===== src/rtl/day_night_fader.sv =====
// Day/night palette fader on the VGA pixel path: score-triggered fade to a
// darkened palette, a score-length night hold, then a fade back to day.
module day_night_fader #(
    parameter int unsigned CW       = 4,
    parameter int unsigned SCORE_W  = 14,
    parameter int unsigned PERIOD   = 700,
    parameter int unsigned DARK_LEN = 150,
    parameter int unsigned TICK_W   = 23,
    parameter int unsigned MODE     = 0
) (
    input  logic               clk,
    input  logic               rst_n,
    input  logic               valid,
    input  logic [SCORE_W-1:0] game_score,
    input  logic [CW-1:0]      in_r,
    input  logic [CW-1:0]      in_g,
    input  logic [CW-1:0]      in_b,
    output logic [CW-1:0]      out_r,
    output logic [CW-1:0]      out_g,
    output logic [CW-1:0]      out_b,
    output logic               is_dark,
    output logic               fading
);

    typedef enum logic [1:0] {
        LIGHT,
        FADE_DARK,
        DARK,
        FADE_LIGHT
    } state_t;

    localparam logic [CW-1:0]      LVL_MAX    = '1;
    localparam logic [SCORE_W-1:0] PERIOD_S   = SCORE_W'(PERIOD);
    localparam logic [SCORE_W:0]   DARK_LEN_S = (SCORE_W + 1)'(DARK_LEN);

    state_t               state_q, state_d;
    logic [CW-1:0]        level_q, level_d;
    logic [TICK_W-1:0]    tick_cnt_q, tick_cnt_d;
    logic [SCORE_W-1:0]   start_score_q, start_score_d;
    logic [SCORE_W-1:0]   last_score_q, last_score_d;
    logic [CW-1:0]        out_r_q, out_r_d;
    logic [CW-1:0]        out_g_q, out_g_d;
    logic [CW-1:0]        out_b_q, out_b_d;
    logic                 is_dark_q, is_dark_d;
    logic                 fading_q, fading_d;

    logic                 tick;
    logic                 trig;
    logic                 rst_game;
    logic                 dark_done;
    logic [SCORE_W:0]     score_diff;

    function automatic logic [CW-1:0] fade_px(input logic [CW-1:0] c,
                                              input logic [CW-1:0] lvl);
        logic [CW-1:0] r;
        if (MODE == 0) begin
            r = (c >= lvl) ? c - lvl : lvl - c;
        end else begin
            r = (c > lvl) ? c - lvl : '0;
        end
        return r;
    endfunction

    // Extra top bit keeps the difference from wrapping; a set MSB means the
    // score is below start_score, which never counts as the end of night.
    always_comb begin
        tick       = (tick_cnt_q == '1);
        trig       = (game_score != last_score_q) &&
                     ((game_score % PERIOD_S) == '0) &&
                     (game_score != '0);
        rst_game   = (game_score < last_score_q);
        score_diff = {1'b0, game_score} - {1'b0, start_score_q};
        dark_done  = !score_diff[SCORE_W] && (score_diff >= DARK_LEN_S);
    end

    always_comb begin
        tick_cnt_d    = tick_cnt_q + 1'b1;
        last_score_d  = game_score;
        state_d       = state_q;
        level_d       = level_q;
        start_score_d = start_score_q;

        if (rst_game) begin
            state_d = (level_q == '0) ? LIGHT : FADE_LIGHT;
        end else if (trig) begin
            start_score_d = game_score;
            state_d       = (level_q == LVL_MAX) ? DARK : FADE_DARK;
        end else begin
            case (state_q)
                LIGHT: begin
                    level_d = '0;
                end
                FADE_DARK: begin
                    if (dark_done) begin
                        state_d = (level_q == '0) ? LIGHT : FADE_LIGHT;
                    end else if (tick) begin
                        if (level_q != LVL_MAX) level_d = level_q + 1'b1;
                        if (level_d == LVL_MAX) state_d = DARK;
                    end
                end
                DARK: begin
                    if (dark_done) state_d = FADE_LIGHT;
                end
                FADE_LIGHT: begin
                    if (tick && level_q != '0) level_d = level_q - 1'b1;
                    if (level_d == '0) state_d = LIGHT;
                end
                default: state_d = LIGHT;
            endcase
        end

        is_dark_d = (state_d == FADE_DARK) || (state_d == DARK);
        fading_d  = (state_d == FADE_DARK) || (state_d == FADE_LIGHT);

        // Pixel transform uses the level as it stood before this edge.
        out_r_d = valid ? fade_px(in_r, level_q) : '0;
        out_g_d = valid ? fade_px(in_g, level_q) : '0;
        out_b_d = valid ? fade_px(in_b, level_q) : '0;
    end

    always_ff @(posedge clk) begin
        if (!rst_n) begin
            state_q       <= LIGHT;
            level_q       <= '0;
            tick_cnt_q    <= '0;
            start_score_q <= '0;
            last_score_q  <= '0;
            out_r_q       <= '0;
            out_g_q       <= '0;
            out_b_q       <= '0;
            is_dark_q     <= 1'b0;
            fading_q      <= 1'b0;
        end else begin
            state_q       <= state_d;
            level_q       <= level_d;
            tick_cnt_q    <= tick_cnt_d;
            start_score_q <= start_score_d;
            last_score_q  <= last_score_d;
            out_r_q       <= out_r_d;
            out_g_q       <= out_g_d;
            out_b_q       <= out_b_d;
            is_dark_q     <= is_dark_d;
            fading_q      <= fading_d;
        end
    end

    assign out_r   = out_r_q;
    assign out_g   = out_g_q;
    assign out_b   = out_b_q;
    assign is_dark = is_dark_q;
    assign fading  = fading_q;

endmodule


===== config.mk =====
export PLATFORM = sky130hd
export DESIGN_NAME = day_night_fader
export DESIGN_NICKNAME = d
export VERILOG_FILES = /design/src/rtl/day_night_fader.sv
export SDC_FILE = /design/constraint.sdc
export NUM_CORES = 1
export LEC_CHECK = 0
export CELL_PAD_IN_SITES_DETAIL_PLACEMENT = 2
export CELL_PAD_IN_SITES_GLOBAL_PLACEMENT = 2
export CORE_MARGIN = 2
export CORE_UTILIZATION = 23
export CTS_CLUSTER_DIAMETER = 60
export DETAILED_ROUTE_END_ITERATION = 8
export GPL_ROUTABILITY_DRIVEN = 0
export PLACE_DENSITY_LB_ADDON = 0.1
export SETUP_SLACK_MARGIN = 0.15
export SLEW_MARGIN = 10
export SYNTH_ARGS = -nofsm -noshare
export SYNTH_HDL_FRONTEND = slang
export SYNTH_SLANG_ARGS = --single-unit

===== constraint.sdc =====
create_clock -name clk -period 8.4 [get_ports clk]
set_input_delay 1.68 -clock clk [delete_from_list [all_inputs] [get_ports clk]]
set_output_delay 1.68 -clock clk [all_outputs]
set_load 0.02 [all_outputs]

==> impl_metrics.ini <==
[outcome]
outcome = finished, final reports clean

[sta]
maxSlewViolCount = 0
finalHoldViolCount = 0
finalSetupViolations = 0
fin_crit_sh = 0.8916
fmax_mhz = 133.5
fin_tns_setup_ns = 0
skew_ns = 0.006657
final.min_clock_period_ns = 7.489
rsz0062_at_grt = false
worstMarginPinSlew_ns = 0.8984
slew_headroom = 0.4011

[synth]
postSynthRegisterBits = 70
synth_edf_count = 0
synth-simple-area-share = 0.2241
synth_xor_area_frac = 0.06644
muxShareOfSynthArea = 0.01433
synth.distinct_cells = 78
dominantRegCellSynth = dfxtp_1
synth_top_area_cell = dfxtp_1
synth_top_area_frac = 0.2432
netlist_area_mm2 = 0.005763
synth_area_leaders = dfxtp_1, ha_1, a21oi_1
yosysWarnings = 0
synthArstFlopShare = 0
synth_top_family_by_area = compound AO/OA/AOI/OAI gates
synth.most_common_cell = dfxtp_1
synthAdderAreaFrac = 0.1389
synth_compound_area_frac = 0.2510
syn_inst = 719
avgSynthCellArea_um2 = 8.015
synthesis.nets = 807
ys_top_cells_by_count = dfxtp_1, nor2_1, inv_1
yosysSeqAreaShare = 0.2432

[place]
post_dp_cell_area_mm2 = 0.006531
hpwl_um = 15280
portBuffers = 42

[clock_tree]
cts_tree = yes
cts_root_buf = clkbuf_16
numCtsBuffers = 9
h-tree-depth = 3
worstSkewPairLatency_ns = 0.34
cts_resized = 0
hold_buffers = 0
cts_buffer_depth = 2
clock-sinks = 70
clk_pin_slew_ns = 0.06
cts_setup_buffers = 0

[setup_path]
cp_slowest_stage_delay_ns = 0.93
start_kind = primary input
crit_chain = clkdlybuf4s50_1 > inv_1 > nor3_1 > or2_0 > o21ai_2 > xnor2_2 > a21boi_4 > o21ai_2 > xnor2_1 > nand4b_1 > a2111oi_0 > o221ai_1 > a221oi_4 > nand2_1 > and3_1
arrival_ns = 7.72
crit_family = compound AO/OA/AOI/OAI gates
cp.required_ns = 8.63
cp_slowest_cell = clkdlybuf4s50_1
path_class = in2reg
critPathMaxFanout = 17
cp_num_buf_inv = 2
cpMostUsedCell = o21ai_2
end_kind = register

[die]
io_pins = 43
dieArea_mm2 = 0.02634
rows = 57
die_x_um = 162.3
die_h_um = 162.3
start_util = 0.2356
fp.coreArea_mm2 = 0.02446

[cells_and_area]
drive_gt1_frac = 0.06570
seqCellArea_mm2 = 0.001401
multi_input_area_mm2 = 0.004004
nets = 844
syn_to_final_growth_pct = 18.93
fill_cells = 2821
antenna-diode-count = 0
finish.instance_area_mm2 = 0.006854

[run]
cap_viol_max_count = 0

[route]
drtIter0Drc = 208
drt.antenna.violating_nets = 0
dr.pass1.iters = 4
vias = 5508
remaining_drc_errors = 0
routedWlPerCell_um = 18.17
viasPerCell = 5.076
wl_um = 19710

[min_path]
hold_class = reg2reg

[pwr]
power_leakage_nw = 2.570
ir_drop_mv = 0.09856
power_density_mw_per_mm2 = 158.4

[global_route]
grt_max_degree = 33
grt_pass1_wl_um = 32620
track_usage = 0.1547
grt_antenna_before_repair = 0
grt_pass1_vias = 6046
grt-ovfl-total = 0
## cells by family after synthesis
family	count (synthesis)
AND/OR/NAND/NOR	245
XOR/XNOR	42
adder cells (fa/ha/maj)	60
buffers and inverters	85
multiplexers	8
AO/OA/AOI/OAI	209
flip-flops	70
## sequential cells by signal, summed over array words and instances (netlist names), 4 cells and up
register,count
tick_cnt_q,23
last_score_q,14
start_score_q,14
level_q,4
out_b,4
out_g,4
out_r,4
## worst reg2reg max path, cell delays in order, from the launching register on
cell and delay [ns]:
dfxtp_1 0.33, ha_1 0.18, inv_1 0.07, fa_1 0.41, a21o_1 0.17, a21oi_1 0.27, o21bai_1 0.09, a21oi_1 0.17
xor2_1 0.16, o211ai_1 0.12, a2111oi_0 0.54, a41o_1 0.46, nand2_1 0.10, a211o_1 0.37, o311ai_0 0.37, o31ai_1 0.14
## path summary, 6_finish.rpt
path	endpoint	start	depth (start not counted)	slack, ns
setup / recovery	start_score_q[1]	game_score[12]	15	0.91
hold / removal	tick_cnt_q[0]	tick_cnt_q[0]	1	0.44
setup reg to reg	level_q[3]	start_score_q[0]	15	4.32
hold reg to reg	tick_cnt_q[0]	tick_cnt_q[0]	1	0.44
## layout make-up
class / count / share of cell area
Clock inverter: 7 / 0.01424
Timing Repair Buffer: 53 / 0.07338
Tap cell: 324 / 0.05915
Inverter: 58 / 0.03176
Sequential cell: 70 / 0.2045
Multi-Input combinational cell: 564 / 0.5842
Clock buffer: 9 / 0.03286
## stage by stage
step	setup slack (ns)	power, mW	std cells	hold slack (ns)	util
6_report	0.9108	1.086	1085	0.4361	0.2802
5_1_grt	0.2822	1.155	1085	0.4600	0.2802
4_1_cts	0.9812	1.108	1085	0.4412	0.2802
3_5_place_dp	0.6273	0.6778	1069	0.4301	0.2670
3_3_place_gp	0.8346	0.6666	1069	0.4205	0.2670
2_1_floorplan	2.661	0.5717	719	0.4130	-
## metal layers
layer / up-vias / share of wire / track usage
met5: - / 0 / 0
met4: 0 / 0.0090 / 0.03500
met3: 13 / 0.024 / 0.02094
met2: 56 / 0.49 / 0.2712
met1: 2774 / 0.47 / 0.2017
li1: 2665 / - / -
## cell usage in the layout (no fill, tap or decap), types with 11 or more instances in the layout
cell              n
and2_1           16
clkdlybuf4s50_1  42
nand2_1          38
xnor2_1          25
nor2_1           63
and3_1           14
xor2_1           15
o21ai_1          12
nand3_1          36
ha_1             52
nor2b_1          13
o21ai_0          38
inv_1            57
nor3_1           14
buf_4            11
a21oi_1          51
a21o_1           12
dfxtp_1          70
## report_power, final
part / switching, mW / internal, mW
clock: 0.158 / 0.261
sequential: 0.00974 / 0.343
combinational: 0.191 / 0.123
(Power assumes the default switching activity.)
